<file path="src/rtl/kf6845_pkg.sv">
`timescale 1ns/1ps
// Shared defaults and interlace mode encoding for the KF6845 vertical timing block.
package kf6845_pkg;

    localparam int ROW_W_DEFAULT = 7;
    localparam int RA_W_DEFAULT  = 5;
    localparam int VSW_W_DEFAULT = 4;

    typedef enum logic [1:0] {
        NORMAL               = 2'b00,
        INTERLACE_SYNC       = 2'b01,
        INTERLACE_SYNC_VIDEO = 2'b11
    } interlace_mode_e;

endpackage

</file>
<file path="src/rtl/kf6845_vsync_gen.sv">
`timescale 1ns/1ps
// VSYNC pulse generator: line-counted odd-field pulse plus a half-line delayed
// copy used on the even field.
module kf6845_vsync_gen
    import kf6845_pkg::*;
#(
    parameter int VSW_W = VSW_W_DEFAULT
) (
    input  logic             clock,
    input  logic             reset_n,
    input  logic             video_clock_enable,
    input  logic             Horizontal_Half,
    input  logic             line_tick,
    input  logic             start,
    input  logic             field,
    input  logic [VSW_W-1:0] vsync_width,
    output logic             VSYNC
);

    localparam logic [VSW_W:0] CNT_ONE  = (VSW_W+1)'(1);
    localparam logic [VSW_W:0] CNT_FULL = {1'b1, {VSW_W{1'b0}}};

    logic [VSW_W:0] count_q, count_d;
    logic           vsync_odd_q, vsync_odd_d;
    logic           vsync_even_q, vsync_even_d;

    always_comb begin
        count_d      = count_q;
        vsync_odd_d  = vsync_odd_q;
        vsync_even_d = vsync_even_q;
        if (line_tick) begin
            if (start) begin
                // A width of zero encodes the longest pulse, 2^VSW_W lines.
                count_d     = (vsync_width == '0) ? CNT_FULL : {1'b0, vsync_width};
                vsync_odd_d = 1'b1;
            end else if (vsync_odd_q) begin
                count_d = count_q - CNT_ONE;
                if (count_q == CNT_ONE) begin
                    vsync_odd_d = 1'b0;
                end
            end
        end
        if (video_clock_enable && Horizontal_Half) begin
            vsync_even_d = vsync_odd_q;
        end
    end

    always_ff @(posedge clock or negedge reset_n) begin
        if (!reset_n) begin
            count_q      <= '0;
            vsync_odd_q  <= 1'b0;
            vsync_even_q <= 1'b0;
        end else begin
            count_q      <= count_d;
            vsync_odd_q  <= vsync_odd_d;
            vsync_even_q <= vsync_even_d;
        end
    end

    assign VSYNC = field ? vsync_odd_q : vsync_even_q;

endmodule

</file>
<file path="src/rtl/kf6845_vertical_timing.sv">
`timescale 1ns/1ps
// KF6845 vertical timing: scan/row counters, total-adjust and interlace field
// sequencing, display enable, raster address and line-compare strobe.
module kf6845_vertical_timing
    import kf6845_pkg::*;
#(
    parameter int ROW_W = ROW_W_DEFAULT,
    parameter int RA_W  = RA_W_DEFAULT,
    parameter int VSW_W = VSW_W_DEFAULT
) (
    input  logic             clock,
    input  logic             reset_n,
    input  logic             video_clock_enable,
    input  logic [7:0]       internal_data_bus,
    input  logic             write_vertical_total,
    input  logic             write_vertical_total_adjust,
    input  logic             write_vertical_displayed,
    input  logic             write_vertical_sync_position,
    input  logic             write_interlace_mode,
    input  logic             write_maximum_scan_line,
    input  logic             write_vsync_width,
    input  logic             write_line_compare,
    input  logic             Horizontal,
    input  logic             Horizontal_Half,
    output logic [1:0]       interlace,
    output logic             field,
    output logic             V_total,
    output logic             V_Display,
    output logic             Scanline_End,
    output logic [RA_W-1:0]  RA,
    output logic [ROW_W-1:0] row,
    output logic             VSYNC,
    output logic             line_match
);

    localparam logic [RA_W-1:0]  RA_ONE  = RA_W'(1);
    localparam logic [RA_W-1:0]  RA_TWO  = RA_W'(2);
    localparam logic [ROW_W-1:0] ROW_ONE = ROW_W'(1);

    logic [ROW_W-1:0] vertical_total_q, vertical_displayed_q, sync_position_q, line_compare_q;
    logic [RA_W-1:0]  adjust_q, max_scan_q;
    logic [1:0]       interlace_mode_q;
    logic [VSW_W-1:0] vsync_width_q;

    logic [RA_W-1:0]  scan_q, scan_d, ra_q, ra_d;
    logic [ROW_W-1:0] row_q, next_row;
    logic             adjust_phase_q, adjust_phase_d;
    logic             v_display_q, v_display_d;
    logic [1:0]       interlace_q, interlace_d;
    logic             field_q, field_d;

    logic             line_tick, vt_odd, vt_even, vsync_start;
    logic             unused_bus;

    assign unused_bus = ^internal_data_bus;

    always_ff @(posedge clock or negedge reset_n) begin
        if (!reset_n) begin
            vertical_total_q     <= '0;
            adjust_q             <= '0;
            vertical_displayed_q <= '0;
            sync_position_q      <= '1;
            interlace_mode_q     <= '0;
            max_scan_q           <= '0;
            vsync_width_q        <= '0;
            line_compare_q       <= '0;
        end else begin
            if (write_vertical_total)         vertical_total_q     <= internal_data_bus[ROW_W-1:0];
            if (write_vertical_total_adjust)  adjust_q             <= internal_data_bus[RA_W-1:0];
            if (write_vertical_displayed)     vertical_displayed_q <= internal_data_bus[ROW_W-1:0];
            if (write_vertical_sync_position) sync_position_q      <= internal_data_bus[ROW_W-1:0];
            if (write_interlace_mode)         interlace_mode_q     <= internal_data_bus[1:0];
            if (write_maximum_scan_line)      max_scan_q           <= internal_data_bus[RA_W-1:0];
            if (write_vsync_width)            vsync_width_q        <= internal_data_bus[VSW_W-1:0];
            if (write_line_compare)           line_compare_q       <= internal_data_bus[ROW_W-1:0];
        end
    end

    // Reset also masks the strobe so no combinational pulse escapes during reset.
    assign line_tick    = video_clock_enable & Horizontal & reset_n;
    assign Scanline_End = line_tick & (scan_q == max_scan_q);

    assign vt_odd  = (adjust_q == '0)
                   ? (Scanline_End & (row_q == vertical_total_q))
                   : (line_tick & adjust_phase_q & (scan_q == adjust_q - RA_ONE));
    assign vt_even = line_tick & adjust_phase_q & (scan_q == adjust_q);
    assign V_total = field_q ? vt_odd : vt_even;

    assign next_row    = V_total ? '0 : (Scanline_End ? row_q + ROW_ONE : row_q);
    assign line_match  = Scanline_End & (next_row == line_compare_q);
    assign vsync_start = Scanline_End & (next_row == sync_position_q);

    always_comb begin
        scan_d         = scan_q;
        ra_d           = ra_q;
        adjust_phase_d = adjust_phase_q;
        v_display_d    = v_display_q;
        interlace_d    = interlace_q;
        field_d        = field_q;

        if (V_total) begin
            interlace_d = interlace_mode_q;
            field_d     = interlace_mode_q[0] ? ~field_q : 1'b1;
        end

        if (V_total) begin
            adjust_phase_d = 1'b0;
        end else if (Scanline_End && (row_q == vertical_total_q)) begin
            adjust_phase_d = 1'b1;
        end

        if (next_row == vertical_displayed_q) begin
            v_display_d = 1'b0;
        end else if (V_total) begin
            v_display_d = 1'b1;
        end

        if (line_tick) begin
            scan_d = (V_total || Scanline_End) ? '0 : scan_q + RA_ONE;
            // The reload uses the upcoming field so each frame starts on its own parity.
            if (V_total || Scanline_End) begin
                ra_d = ((interlace_d == INTERLACE_SYNC_VIDEO) && field_d) ? RA_ONE : '0;
            end else begin
                ra_d = ra_q + ((interlace_q == INTERLACE_SYNC_VIDEO) ? RA_TWO : RA_ONE);
            end
        end
    end

    always_ff @(posedge clock or negedge reset_n) begin
        if (!reset_n) begin
            scan_q         <= '0;
            row_q          <= '0;
            ra_q           <= '0;
            adjust_phase_q <= 1'b0;
            v_display_q    <= 1'b0;
            interlace_q    <= '0;
            field_q        <= 1'b1;
        end else begin
            scan_q         <= scan_d;
            row_q          <= next_row;
            ra_q           <= ra_d;
            adjust_phase_q <= adjust_phase_d;
            v_display_q    <= v_display_d;
            interlace_q    <= interlace_d;
            field_q        <= field_d;
        end
    end

    kf6845_vsync_gen #(
        .VSW_W(VSW_W)
    ) u_vsync_gen (
        .clock              (clock),
        .reset_n            (reset_n),
        .video_clock_enable (video_clock_enable),
        .Horizontal_Half    (Horizontal_Half),
        .line_tick          (line_tick),
        .start              (vsync_start),
        .field              (field_q),
        .vsync_width        (vsync_width_q),
        .VSYNC              (VSYNC)
    );

    assign interlace = interlace_q;
    assign field     = field_q;
    assign V_Display = v_display_q;
    assign RA        = ra_q;
    assign row       = row_q;

endmodule

</file>
<file path="config.mk">
export PLATFORM = sky130hd
export DESIGN_NAME = kf6845_vertical_timing
export DESIGN_NICKNAME = d
export VERILOG_FILES = /design/src/rtl/kf6845_pkg.sv /design/src/rtl/kf6845_vsync_gen.sv /design/src/rtl/kf6845_vertical_timing.sv
export SDC_FILE = /design/constraint.sdc
export NUM_CORES = 1
export LEC_CHECK = 0
export BUFFER_PORTS_ARGS = -buffer_cell sky130_fd_sc_hd__buf_2
export CAP_MARGIN = 20
export CORE_UTILIZATION = 60
export CTS_CLUSTER_DIAMETER = 60
export DETAILED_ROUTE_END_ITERATION = 16
export GPL_ROUTABILITY_DRIVEN = 0
export PLACE_DENSITY = 0.9
export SYNTH_ARGS = -nofsm -noshare
export SYNTH_HDL_FRONTEND = slang
export SYNTH_SLANG_ARGS = --single-unit
export TNS_END_PERCENT = 30
</file>
<file path="constraint.sdc">
create_clock -name clock -period 7.85 [get_ports clock]
set_clock_uncertainty 0.15 [all_clocks]
set_input_delay 0 -clock clock [delete_from_list [all_inputs] [get_ports clock]]
set_output_delay 0 -clock clock [all_outputs]
set_load 0.01 [all_outputs]
</file>
==> results.py, run 1 <==
metrics = {
    "status": {
        "status": "finished clean",
    },
    "yosys": {
        "synth_area_sq_um": 4010,
        "yosys.area_share.simple_pct": 14.4,
        "synth_compound_area_share_pct": 8.15,
        "yosysWarnings": 0,
        "synth-edff-count": 0,
        "syn_avg_cell_area_sq_um": 11.5,
        "netlist.top_cell.by_area": "dfrtp_1",
        "synth_nets": 379,
        "synth_cell_type_count": 58,
        "yosysSeqAreaShare_pct": 45.8,
        "synth_top_family_by_area": "multiplexers",
        "synth-adder-area-share_pct": 2.68,
        "synth_xor_area_share_pct": 10.6,
        "synthMuxAreaShare_pct": 15.4,
        "synthArstFlopShare_pct": 100,
        "yosys.area.top_type_share_pct": 40.6,
        "synth_area_leaders": "dfrtp_1 41%, mux2_2 13%, dfstp_2 5.2%",
        "synth_cells": 350,
        "ys.flop_type": "dfrtp_1",
        "ys_ff_latch": 73,
    },
    "die": {
        "die_y_um": 83.7,
        "core_area_sq_um": 6390,
        "pin_count": 41,
        "die-area_sq_um": 7010,
        "initial_utilization_pct": 62.8,
        "die_w_um": 83.7,
        "rows": 29,
    },
    "power": {
        "p_sw_uw": 312,
        "p_int_uw": 666,
        "cellPowerDensity_nw_per_um2": 210,
        "leakage_nw": 2.08,
        "irDropWorstVdd_mv": 0.135,
        "p_sw_share_pct": 31.9,
        "p_comb_share_pct": 22.9,
        "clockPowerShare_pct": 27.1,
        "p_seq_share_pct": 50.1,
    },
    "clocking": {
        "clock_sinks": 73,
        "cts_tree": "yes",
        "cts-root-buf": "clkbuf_8",
        "clk-insertion-delay-late_ns": 0.35,
        "cts_buffers": 9,
        "clk_pin_slew_ns": 0.07,
        "htree_levels": 3,
        "cts_buffer_depth": 2,
        "ctsResizeCount": 0,
        "cts_setup_buffers": 0,
    },
    "detailed_routing": {
        "drc": 0,
        "ant_nets": 0,
        "vias_per_cell": 6.04,
        "drt_iter0_drc": 330,
        "wirelength_mm": 9.09,
        "vias": 2979,
        "drt-pass1-iter-count": 5,
        "wl_per_cell_um": 18.4,
    },
    "timing": {
        "rsz0062_at_grt": "false",
        "min_period_ns": 4.42,
        "slew_viol_final": 0,
        "tightest_slew_ns": 0.984,
        "fin_tns_setup_ns": 0,
        "period_share_pct": 56.3,
        "setup_viol": 0,
        "finalHoldViolations": 0,
        "setup_ws_ns": 3.43,
        "fmax_mhz": 226,
        "max-slew-margin-rel_pct": 34.0,
    },
    "place": {
        "io_buffers": 39,
        "dp_hpwl_mm": 6.01,
        "placed_cell_area_sq_um": 4230,
        "pre_cts_ws_ns": 3.82,
    },
    "setup_path": {
        "required_ns": 7.70,
        "r2r_end": "u_vsync_gen.count_q[3]",
        "critPathCapture": "line_match",
        "crit_path_max_fanout": 75,
        "reg2reg_depth": 9,
        "r2r_setup_slack_ns": 4.71,
        "cp-start-kind": "input pin",
        "crit_start": "reset_n",
        "crit-reg2reg-launch": "row[0]",
        "worstSetupPathType": "input pin to output pin",
        "critPathArrivalTime_ns": 4.27,
        "crit_path_end_kind": "output pin",
    },
    "global_route": {
        "track_usage_pct": 28.1,
        "first_global_vias": 3078,
        "grt_pass1_wl_mm": 15.1,
        "antenna_found_initial": 0,
        "grt_max_degree": 76,
        "grt.overflow.total": 0,
    },
    "cells_and_area": {
        "areaGrowthSynthToFinish_pct": 16.4,
        "final_layout_size_suffix_gt1_share_pct": 31.3,
        "final_cell_area_sq_um": 4660,
        "antenna_cells": 0,
        "fin_nets": 440,
    },
    "worst_hold_path": {
        "hp-class": "input pin to asynchronous set/reset pin",
    },
    "run": {
        "cap_violations": 0,
    },
}
[worst min-delay path by stage]
stage / slack [ns] / to / from
after floorplan: -0.45 / RA[0] / reset_n
after global placement: 0.12 / max_scan_q[1] / reset_n
after detailed placement: 0.13 / scan_q[3] / reset_n
after CTS: 0.28 / max_scan_q[2] / reset_n
after global routing: 0.32 / interlace_mode_q[0] / write_interlace_mode
final: 0.25 / scan_q[3] / reset_n
[stage by stage]
step,std cells,util [%],hold WS [ns],power (mW)
after CTS,493,73.0,0.281,0.981
after global routing,493,73.0,0.324,1.03
after global placement,451,66.2,0.117,0.689
final,493,73.0,0.248,0.978
after detailed placement,451,66.2,0.125,0.705
after floorplan,350,-,-0.446,0.638
[state kept, by name, summed over array words and instances (netlist names), 2 cells and up]
| signal | count |
|---|---|
| vertical_displayed_q | 7 |
| scan_q | 5 |
| interlace_mode_q | 2 |
| row | 7 |
| adjust_q | 5 |
| line_compare_q | 7 |
| vsync_width_q | 4 |
| interlace | 2 |
| vertical_total_q | 7 |
| sync_position_q | 7 |
| RA | 5 |
| max_scan_q | 5 |
| u_vsync_gen.count_q | 5 |
[critical path, stage by stage]
cell,delay [ns]
dlygate4sd3_1,0.52
buf_2,0.09
buf_4,0.68
and3_1,0.70
nand4_4,0.33
nor4_4,0.41
a21boi_1,0.16
a21oi_2,0.22
buf_4,0.33
a21oi_1,0.08
o32ai_1,0.30
o2111a_1,0.25
buf_2,0.14
[area by class of cell]
| class | instances | area (sq um) |
|---|---|---|
| multi-input cells | 251 | 2050 |
| inverters | 9 | 33.8 |
| fillers | 430 | 1720 |
| clock inverters | 3 | 15.0 |
| well taps | 77 | 96.3 |
| flip-flops and latches | 73 | 1840 |
| repair buffers | 67 | 470 |
| clock buffers | 13 | 159 |
[metal layers]
| metal | up-vias | track usage [%] | routed length [um] |
|---|---|---|---|
| li1 | 1381 | - | - |
| met4 | 0 | 14.2 | 252 |
| met2 | 116 | 44.9 | 4420 |
| met3 | 30 | 5.04 | 499 |
| met5 | - | 0 | 0 |
| met1 | 1452 | 36.9 | 3910 |
[cell usage after synthesis (3+ instances only)]
library cell / n
nor4b_1: 4
buf_2: 7
or2_2: 3
dfstp_2: 8
xnor2_2: 3
buf_4: 3
mux2i_1: 4
nand2_1: 23
a31oi_1: 8
inv_1: 9
nand3_1: 7
o21ai_0: 7
nor3_1: 4
dfrtp_1: 65
xnor2_1: 24
mux2_2: 46
nor2_1: 25
o32ai_1: 5
a21oi_1: 9
nand4_1: 7
ha_1: 7
mux2_4: 4
clkbuf_1: 7
xor2_1: 19
[power by group through the flow]
stage	clock, mW	combinational (mW)	sequential [mW]
floorplan	0	0.166	0.472
global placement	0	0.199	0.490
detailed placement	0	0.210	0.494
CTS	0.269	0.225	0.488
global route	0.287	0.245	0.496
finish	0.265	0.224	0.490
[cells by family (layout without fill, tap and decap cells)]
| kind of cell | Yosys count | count (layout) |
|---|---|---|
| AO/OA/AOI/OAI | 45 | 45 |
| XOR/XNOR | 46 | 46 |
| adder cells (fa/ha/maj) | 8 | 8 |
| buffers and inverters | 26 | 92 |
| flip-flops | 73 | 73 |
| multiplexers | 54 | 54 |
| AND/OR/NAND/NOR | 98 | 98 |
[cells in the final DEF, fill, tap and decap left out, drive strengths merged, types with 10 or more instances in the layout]
master / n
nor2: 26
xnor2: 27
dfrtp: 65
buf: 41
nand2: 24
a21oi: 10
mux2: 50
xor2: 19
clkbuf: 13
dlygate4sd3: 26
[timing repair]
action / 4_1_cts / 5_1_grt
endpoints found under the hold margin: 113 / 0
hold buffers: 26 / 0
endpoints found under the setup margin: 0 / 0
Power figures use the tool's default switching activity.
==> run 2: changes to the inputs <==
- CORE_UTILIZATION: 60 -> 53
- PLACE_DENSITY: 0.9 -> 0.85
- clock period: 7.85 -> 3.7 ns (I/O delays scaled with it)
==> run 2 against run 1 <==
Largest power group unchanged. Routed wire length grew 2.7%. Die area is 13% higher. Design area increased by 2.2%. Global-route usage decreased by 2.8 points. Sequential share of layout area shrank 0.84 points. Count of clock-buffer cells in the layout increased by 1. Utilization is 7.7 points lower.
==> results.py, run 2 (same netlist as run 1, synthesis figures left out) <==
metrics = {
    "timing": {
        "setup_viol": 0,
        "max-slew-margin-rel_pct": 34.3,
        "fin_tns_setup_ns": 0,
        "rsz0062_at_grt": "false",
        "period_share_pct": 91.3,
        "tightest_slew_ns": 0.979,
        "slew_viol_final": 0,
        "fmax_mhz": 296,
        "hold_slack_ns": 0.274,
        "min_period_ns": 3.38,
        "finalHoldViolations": 0,
    },
    "power": {
        "p_sw_share_pct": 30.3,
        "clockPowerShare_pct": 32.2,
        "p_sw_uw": 676,
        "p_int_mw": 1.55,
        "cellPowerDensity_nw_per_um2": 468,
        "leakage_nw": 2.11,
        "irDropWorstVdd_mv": 0.231,
        "p_seq_share_pct": 46.4,
        "p_comb_share_pct": 21.3,
        "total_power_mw": 2.23,
    },
    "global_route": {
        "grt.overflow.total": 0,
        "grt_max_degree": 74,
        "grt_pass1_wl_mm": 14.5,
        "first_global_vias": 2799,
        "track_usage_pct": 25.3,
        "antenna_found_initial": 0,
    },
    "setup_path": {
        "required_ns": 3.55,
        "crit-reg2reg-launch": "scan_q[0]",
        "critPathArrivalTime_ns": 3.23,
        "crit_path_max_fanout": 20,
        "worstSetupPathType": "register to output pin",
        "reg2reg_depth": 8,
        "r2r_setup_slack_ns": 0.56,
        "r2r_end": "u_vsync_gen.count_q[1]",
        "cp-start-kind": "register",
        "crit_path_end_kind": "output pin",
    },
    "worst_hold_path": {
        "hp-class": "input pin to asynchronous set/reset pin",
    },
    "detailed_routing": {
        "vias_per_cell": 5.72,
        "vias": 2965,
        "drt_iter0_drc": 194,
        "drt-pass1-iter-count": 4,
        "wl_per_cell_um": 18.0,
        "wirelength_mm": 9.33,
        "drc": 0,
        "ant_nets": 0,
    },
    "cells_and_area": {
        "antenna_cells": 0,
        "final_layout_size_suffix_gt1_share_pct": 31.5,
        "fillers": 561,
        "layout_common_cells": "65 x dfrtp_1, 46 x mux2_2, 38 x buf_2, 26 x dlygate4sd3_1, 25 x nor2_1",
        "final_common_cell": "dfrtp_1",
        "fin_nets": 443,
        "areaGrowthSynthToFinish_pct": 18.9,
    },
    "clocking": {
        "cts_buffer_depth": 2,
        "cts_tree": "yes",
        "clk_pin_slew_ns": 0.07,
        "ctsResizeCount": 0,
        "cts-root-buf": "clkbuf_8",
        "cts_buffers": 9,
        "clk-insertion-delay-late_ns": 0.37,
        "htree_levels": 3,
        "clock_sinks": 73,
    },
    "status": {
        "status": "finished clean",
    },
    "place": {
        "io_buffers": 39,
        "dp_hpwl_mm": 6.14,
    },
    "die": {
        "pin_count": 41,
        "core_area_sq_um": 7290,
        "initial_utilization_pct": 55.0,
        "die-area_sq_um": 7910,
        "die_w_um": 89.0,
        "die_y_um": 89.0,
        "rows": 31,
    },
    "run": {
        "cap_violations": 0,
    },
}
[run 2: worst max-delay path by stage]
stage	from	endpoint	slack, ns	cells after the start
3_3_place_gp	scan_q[0]	u_vsync_gen.count_q[0]	0.73	8
2_1_floorplan	scan_q[2]	u_vsync_gen.count_q[0]	0.96	9
6_report	adjust_q[0]	line_match	0.32	12
5_1_grt	adjust_q[0]	line_match	0.18	12
3_5_place_dp	scan_q[0]	u_vsync_gen.count_q[1]	0.60	8
4_1_cts	adjust_q[0]	line_match	0.40	12
[run 2: final cells by class]
type	instances	area, sq um	area share [%]
clock buffers	14	163	3.41
clock inverters	2	60.1	1.26
inverters	9	33.8	0.709
multi-input cells	251	2050	43.1
flip-flops and latches	73	1840	38.5
well taps	99	124	2.60
repair buffers	70	495	10.4
[run 2: worst max-delay path, cell delays in order, from the launching register on]
cell	delay (ns)
dfrtp_1	0.41
inv_1	0.10
ha_1	0.21
nor4b_1	0.62
nor2_1	0.09
mux2i_1	0.16
or3_1	0.20
a21oi_2	0.09
buf_4	0.24
or3_1	0.34
and3_1	0.17
o2111a_1	0.11
buf_2	0.13
[run 2: power by group through the flow]
| stage | Clock [mW] | Combinational [mW] | Sequential, mW |
|---|---|---|---|
| floorplan | 0 | 0.351 | 1.00 |
| global placement | 0 | 0.426 | 1.04 |
| detailed placement | 0 | 0.444 | 1.05 |
| CTS | 0.722 | 0.475 | 1.03 |
| global route | 0.754 | 0.523 | 1.05 |
| finish | 0.719 | 0.476 | 1.04 |
[run 2: stage by stage]
stage	std cells	worst slack [ns]	util, %	area [sq um]
floorplan	350	0.960	-	4010
detailed placement	476	0.599	58.7	4280
finish	518	0.321	65.4	4770
CTS	518	0.398	65.4	4770
global route	518	0.180	65.4	4770
global placement	476	0.732	58.7	4280
[run 2: routing by layer]
metal,GRT usage (%),vias up,routed length (um)
met5,0,-,0
met4,11.5,0,283
met3,5.36,22,643
met2,38.9,117,4440
met1,34.7,1442,3960
li1,-,1384,-
[run 2: repair_timing]
item | CTS | global route
hold buffers | 26 | 0
endpoints found under the hold margin | 114 | 0
buffers inserted | 0 | 0
